**src/rtl/fetch_sequencer.sv**
```systemverilog
// Instruction fetch sequencer: issues one memory request at a time, holds the
// returned word for decode, and handles redirects, flushes and misaligned targets.
module fetch_sequencer #(
  parameter logic [31:0] RESET_PC = 32'h0000_0000
) (
  input  logic        clk,
  input  logic        rst,
  output logic        imem_req,
  output logic [31:0] imem_addr,
  input  logic        imem_ack,
  input  logic [31:0] imem_rdata,
  input  logic        stall,
  input  logic        redirect,
  input  logic [31:0] redirect_target,
  output logic        instr_valid,
  output logic [31:0] instr,
  output logic [31:0] instr_pc,
  output logic        fault,
  output logic [31:0] fetch_count,
  output logic [2:0]  dbg_state
);

  // Handshakes: memory transfer completes in a cycle with imem_req=1 and imem_ack=1;
  // decode transfer completes in a cycle with instr_valid=1 and stall=0.
  typedef enum logic [2:0] {
    S_IDLE    = 3'd0,
    S_FETCH   = 3'd1,
    S_HOLD    = 3'd2,
    S_DISCARD = 3'd3,
    S_FAULT   = 3'd4
  } state_t;

  state_t      state_q, state_d;
  logic [31:0] pc_q, pc_d;
  logic [31:0] fetch_addr_q, fetch_addr_d;
  logic        imem_req_q, imem_req_d;
  logic        instr_valid_q, instr_valid_d;
  logic [31:0] instr_q, instr_d;
  logic [31:0] instr_pc_q, instr_pc_d;
  logic        fault_q, fault_d;
  logic [31:0] fetch_count_q, fetch_count_d;
  logic        bad_target;

  assign bad_target = redirect && (redirect_target[1:0] != 2'b00);

  always_comb begin
    state_d       = state_q;
    pc_d          = pc_q;
    fetch_addr_d  = fetch_addr_q;
    instr_valid_d = instr_valid_q;
    instr_d       = instr_q;
    instr_pc_d    = instr_pc_q;
    fault_d       = fault_q;
    fetch_count_d = fetch_count_q;
    if (bad_target) begin
      // A misaligned target is fatal from any state; pc keeps its old value.
      state_d       = S_FAULT;
      fault_d       = 1'b1;
      instr_valid_d = 1'b0;
    end else begin
      case (state_q)
        S_IDLE: begin
          state_d = S_FETCH;
          if (redirect) begin
            pc_d         = redirect_target;
            fetch_addr_d = redirect_target;
          end else begin
            fetch_addr_d = pc_q;
          end
        end
        S_FETCH: begin
          if (redirect) begin
            pc_d = redirect_target;
            if (imem_ack) fetch_addr_d = redirect_target;
            else          state_d      = S_DISCARD;
          end else if (imem_ack) begin
            instr_d       = imem_rdata;
            instr_pc_d    = fetch_addr_q;
            pc_d          = fetch_addr_q + 32'd4;
            instr_valid_d = 1'b1;
            state_d       = S_HOLD;
          end
        end
        S_HOLD: begin
          // Redirect flushes the held word even if decode accepts it this cycle.
          if (redirect) begin
            instr_valid_d = 1'b0;
            pc_d          = redirect_target;
            fetch_addr_d  = redirect_target;
            state_d       = S_FETCH;
          end else if (!stall) begin
            instr_valid_d = 1'b0;
            fetch_count_d = fetch_count_q + 32'd1;
            fetch_addr_d  = pc_q;
            state_d       = S_FETCH;
          end
        end
        S_DISCARD: begin
          if (redirect) pc_d = redirect_target;
          if (imem_ack) begin
            fetch_addr_d = redirect ? redirect_target : pc_q;
            state_d      = S_FETCH;
          end
        end
        default: begin
          instr_valid_d = 1'b0;
        end
      endcase
    end
    imem_req_d = (state_d == S_FETCH) || (state_d == S_DISCARD);
  end

  always_ff @(posedge clk or posedge rst) begin
    if (rst) begin
      state_q       <= S_IDLE;
      pc_q          <= RESET_PC;
      fetch_addr_q  <= RESET_PC;
      imem_req_q    <= 1'b0;
      instr_valid_q <= 1'b0;
      instr_q       <= 32'd0;
      instr_pc_q    <= 32'd0;
      fault_q       <= 1'b0;
      fetch_count_q <= 32'd0;
    end else begin
      state_q       <= state_d;
      pc_q          <= pc_d;
      fetch_addr_q  <= fetch_addr_d;
      imem_req_q    <= imem_req_d;
      instr_valid_q <= instr_valid_d;
      instr_q       <= instr_d;
      instr_pc_q    <= instr_pc_d;
      fault_q       <= fault_d;
      fetch_count_q <= fetch_count_d;
    end
  end

  assign imem_req    = imem_req_q;
  assign imem_addr   = fetch_addr_q;
  assign instr_valid = instr_valid_q;
  assign instr       = instr_q;
  assign instr_pc    = instr_pc_q;
  assign fault       = fault_q;
  assign fetch_count = fetch_count_q;
  assign dbg_state   = state_q;

endmodule

```
**config.mk**
```make
export PLATFORM = sky130hd
export DESIGN_NAME = fetch_sequencer
export DESIGN_NICKNAME = d
export VERILOG_FILES = /design/src/rtl/fetch_sequencer.sv
export SDC_FILE = /design/constraint.sdc
export NUM_CORES = 1
export LEC_CHECK = 0
export CAP_MARGIN = 20
export CORE_MARGIN = 2
export CORE_UTILIZATION = 35
export CTS_BUF_LIST = sky130_fd_sc_hd__clkbuf_16
export CTS_CLUSTER_SIZE = 40
export DETAILED_ROUTE_END_ITERATION = 7
export HOLD_SLACK_MARGIN = 0.15
export PLACE_DENSITY = 0.59
export SYNTH_ARGS = -nofsm -noshare
export SYNTH_HDL_FRONTEND = slang
export SYNTH_SLANG_ARGS = --single-unit
export TNS_END_PERCENT = 5
```
**constraint.sdc**
```tcl
create_clock -name clk -period 7.69 [get_ports clk]
set_input_delay 1.1535 -clock clk [delete_from_list [all_inputs] [get_ports clk]]
set_output_delay 1.1535 -clock clk [all_outputs]
set_load 0.05 [all_outputs]
```
Word-level counts from Yosys, hierarchy flattened. Index checks and enable logic that the tools add are counted.

Flip-flop bits (word level): 166. Latch bits: 0. Memory bits (writable): 0. Bits in read-only memories: 0. Input bits: 69. Memories kept: 0.

Add/sub/neg operators: 2. $mul: 0. Divide/modulo/power cells: 0. $lt $le $gt $ge: 0. Eq/ne operators: 14. Shift operators: 0. Muxes and demuxes: 24. Bitwise operators: 3. Reductions and logical operators: 13.

Operators with widths (count): $mux W32 (8); $pmux W32 S4 (1); $pmux W32 S2 (1); $add A32 B1 Y32 const B (1); $add A32 B3 Y32 const B (1); $mux W3 (7); $ne A3 B3 Y1 const B (4); $pmux W3 S4 (1); $reduce_and A4 Y1 (3); $eq A3 B2 Y1 const B (3); $eq A3 B1 Y1 const B (2); $ne A2 B2 Y1 const B (3); $reduce_and A6 Y1 (1); $mux W1 (5); $ne A4 B4 Y1 const B (1); $reduce_bool A2 Y1 (2); $reduce_bool A4 Y1 (1); $logic_not A3 Y1 (1); $not A1 Y1 (3); $pmux W1 S3 (1); $reduce_and A3 Y1 (1); $reduce_or A3 Y1 (1); $ne A2 B1 Y1 const B (1); $reduce_or A2 Y1 (1); other kinds (2) (2).

Depth between registers and ports, before layout.
Depth after elaboration: 6. Mapped depth: 7. Mapped depth without buffers: 6.

Least setup slack after synthesis. No wires, ideal clock.

Kind: in2reg. Start: input redirect. End: register fetch_count_q[29] (netlist: fetch_count[29]). Setup time: 0.141 ns. Arrival: 2.404 ns. Data required time: 7.549 ns. Setup slack: 5.145 ns. Stages: 5. Path buffers: 0. Path through: nor4b_2 > nand4_1 > nor4_4 > nand4_1 > xnor2_1.

Word-level cells in the longest chain between the ends: 3. Elaborated cells on any way between the ends: 4. Those cells by class: bitwise: 2; reduce/logical: 2.

RTL lines: from (decl) (line 13) `input logic redirect,`; $logic_and A1 B1 Y1 (line 44) `assign bad_target = redirect && (redirect_target[1:0] != 2'b00);`; $not A1 Y1 (no line); $reduce_and A4 Y1 (no line) (*); to (signal assigned) (line 133) `fetch_count_q <= fetch_count_d;`; to (decl) (line 41) `logic [31:0] fetch_count_q, fetch_count_d;`.

Mark *: on every way between the ends. The rest lies on a longest branch, timed or not. A chain may end at the register's enable or synchronous reset.

Worst setup path in the final report.
Start: input redirect. End: register fetch_addr_q[1] (netlist: imem_addr[1]).

Word-level cells in the longest chain between the ends: 3. Elaborated cells on any way between the ends: 9. Those cells by class: eq/ne: 2; mux: 4; bitwise: 1; reduce/logical: 2.

RTL lines: $mux W32 / $logic_and A1 B1 Y1 (equally long branches); $mux W32 / $not A1 Y1 (equally long branches); $pmux W32 S4 / $reduce_and A6 Y1 (equally long branches); to (signal assigned) (line 127) `fetch_addr_q <= fetch_addr_d;`; to (decl) (line 35) `logic [31:0] fetch_addr_q, fetch_addr_d;`.

Parallel ways exist; a longest one is shown, timed or not. The select of a mux whose other input is x is not followed.

==> reports/qor.csv <==
stage,metric,value,unit
power,power.density,170.8,nW/um^2
floorplanning,start_util,35.85,%
clock_tree,postCtsSetupRepairBufs,0,
logic_synthesis,synth_area_leaders,"dfrtp_1, nand2_1, xnor2_1",
setup_path,reg2reg_setup_slack,5190,ps
drt,drc,0,
logic_synthesis,yosysTopAreaCell,dfrtp_1,
power,vdd_drop_max,0.1301,mV
grt,grt_usage,18.76,%
place,globalplace.congestion,0.7803,
place,hpwlAfterDp,14180,um
setup_path,endpoint_kind,flop,
grt,grt_pass1_wl,33390,um
job,drv_cap,0,
outcome,outcome,completed,
logic_synthesis,synthTopCellsByCount,"nand2_1, dfrtp_1, o21ai_0, xnor2_1, mux2i_1",
grt,gr-usage-met1,26.26,%
sta,final_hold_viol_count,0,
grt,grt-busiest-layer,met2,
logic_synthesis,yosys_register_bits,166,
logic_synthesis,ys_warn_count,0,
drt,num_vias,6211,
floorplanning,die_area,22860,um^2
sta,slew_headroom,35.15,%
logic_synthesis,ys_async_sr_fraction,100.0,%
power,power_leakage,4.641,nW
cells_and_area,n_antenna_cell,0,
sta,timing.final.crit_period,3467,ps
drt,first_pass_iters,5,
clock_tree,clkSinkCount,166,
setup_path,path_class,in2reg,
drt,antenna_left,0,
floorplanning,die-height,151.2,um
drt,wl_per_cell,16.68,um
sta,worst_pin_slew,972.8,ps
grt,grt_util_met3,4.970,%
cells_and_area,drive_above_1_share,5.595,%
logic_synthesis,synth_seq_area_share,54.77,%
logic_synthesis,syn_nets,855,
sta,setup-tns-final,0,ps
logic_synthesis,ys_types,51,
clock_tree,clk_pin_slew,60,ps
sta,skew,9.635,ps
logic_synthesis,ys.flop_type,dfrtp_1,
cells_and_area,fin_cells,1258,
logic_synthesis,syn_area,7585,um^2
drt,dr.first_iter.drc_count,229,
setup_path,cp_cell_sequence,"clkdlybuf4s50_1, o21ai_0, nand2_1, or3_2, o21ai_0",
setup_path,crit_slowest_cell,clkdlybuf4s50_1,
clock_tree,cts-root-buf,clkbuf_16,
sta,setup_violations,0,
clock_tree,clock_latency,420,ps
place,portBuffers,202,
logic_synthesis,synth.top_cell.area_share,54.77,%
floorplanning,die_w,151.2,um
grt,grt_overflow,0,
floorplanning,num_rows,53,
cells_and_area,fin_nets,1042,
min_path,hold_class,reg2reg,
drt,vias_per_cell,4.937,
setup_path,cp_common_cell,o21ai_0,
logic_synthesis,post-synth-top-count-cell,nand2_1,
setup_path,arrival,3720,ps
clock_tree,cts_max_level,4,
clock_tree,cts_resized,0,
grt,grt_pass1_vias,6141,
clock_tree,hold_buffers,0,
logic_synthesis,synth_edf_count,0,
logic_synthesis,syn_inst,784,
clock_tree,cts_buffer_depth,2,
sta,period_share,45.08,%
sta,slew_violations,0,
grt,grtUsageMet2,28.76,%
setup_path,crit_required,7940,ps
setup_path,worst_path_largest_cell_delay,990,ps
setup_path,crit_path_start_kind,input pin,
cells_and_area,utilization,49.15,%
setup_path,worstPathMaxFanout,64,
place,dpl.cell_count,1227,
cells_and_area,area_growth_syn_to_layout,37.07,%
floorplanning,core_area,21150,um^2
logic_synthesis,syn_avg_cell_area,9.674,um^2
clock_tree,cts_tree,built,
floorplanning,ioPinCount,203,
grt,grt_max_degree,103,
grt,antenna_found_initial,0,
clock_tree,cts-buffers-inserted,17,
sta,rsz0062_at_grt,false,
drt,drt_wl_total,20980,um
sta,max_freq,0.2884,GHz
==> cell families (layout without fill, tap and decap cells) <==
kind of cell | Yosys count | after routing | synth area share, %
multiplexers | 34 | 34 | 4.503
adder cells (fa/ha/maj) | 2 | 2 | 0.3299
AND/OR/NAND/NOR | 353 | 353 | 21.76
XOR/XNOR | 56 | 56 | 6.467
buffers and inverters | 48 | 247 | 2.837
flip-flops | 166 | 166 | 54.77
AO/OA/AOI/OAI | 125 | 125 | 9.337
==> critical path: cells and delay by family <==
family / cells / cell delay (ps)
compound gates: 2 / 510
buf+inv: 1 / 990
simple gates: 2 / 1050
==> stage by stage <==
stage,area [um^2],power (mW),worst slack (ps),hold slack [ps]
finish,10400,1.775,4223,471.4
global route,10400,1.840,3923,483.3
CTS,10400,1.799,4233,476.0
detailed placement,9842,0.9767,3786,461.7
global placement,9842,0.9774,3911,456.0
floorplan,7585,0.9254,2046,470.4
==> placed cells by master, fill, tap and decap left out, types with 4 or more instances in the layout <==
master             n
xor2_1            11
nor2_1            16
and3_1             5
nor4_1             5
buf_4              5
nand4_1           12
xnor2_1           45
nand3_1           18
o22ai_1           18
dfrtp_1          166
and4_1             9
mux2i_1           33
o21ai_0           55
a22oi_1           12
inv_1              8
clkdlybuf4s50_1  202
nand2_1          248
clkbuf_16         17
and2_1             6
a21oi_1           26
clkinvlp_4         4
nor3_1            10
==> area by class of cell <==
cell class | count | area, um^2
fillers | 2020 | 10760
flip-flops and latches | 166 | 4154
multi-input cells | 570 | 3246
repair buffers | 207 | 2059
clock buffers | 17 | 425.4
well taps | 275 | 344.1
clock inverters | 14 | 128.9
inverters | 9 | 38.79
==> metal layers <==
layer / wire length [um] / vias to the layer above
met5: 0 / -
met3: 1632 / 13
met4: 211 / 0
met2: 9327 / 193
li1: - / 3037
met1: 9806 / 2968
==> report_power, final <==
group | internal (mW) | switching, mW | leakage [nW]
Combinational | 0.0418 | 0.0407 | 2.07
Sequential | 0.874 | 0.00179 | 2.31
Clock | 0.447 | 0.370 | 0.261
Total | 1.36 | 0.412 | 4.64
==> final timing paths <==
path / from / end / depth (start not counted)
setup / recovery: redirect / imem_addr[1] / 5
hold / removal: fetch_count[31] / fetch_count[31] / 1
setup reg to reg: dbg_state[0] / instr_pc[14] / 4
hold reg to reg: fetch_count[31] / fetch_count[31] / 1
max in group asynchronous: rst / instr_pc[21] / 3
min in group asynchronous: rst / instr[6] / 2
==> registers in the layout, indices dropped and copies added (netlist names) <==
| name | flops |
|---|---|
| imem_addr | 32 |
| instr_pc | 32 |
| pc_q | 32 |
| fault | 1 |
| dbg_state | 3 |
| imem_req | 1 |
| fetch_count | 32 |
| instr | 32 |
| instr_valid | 1 |
(Power assumes the default switching activity.)
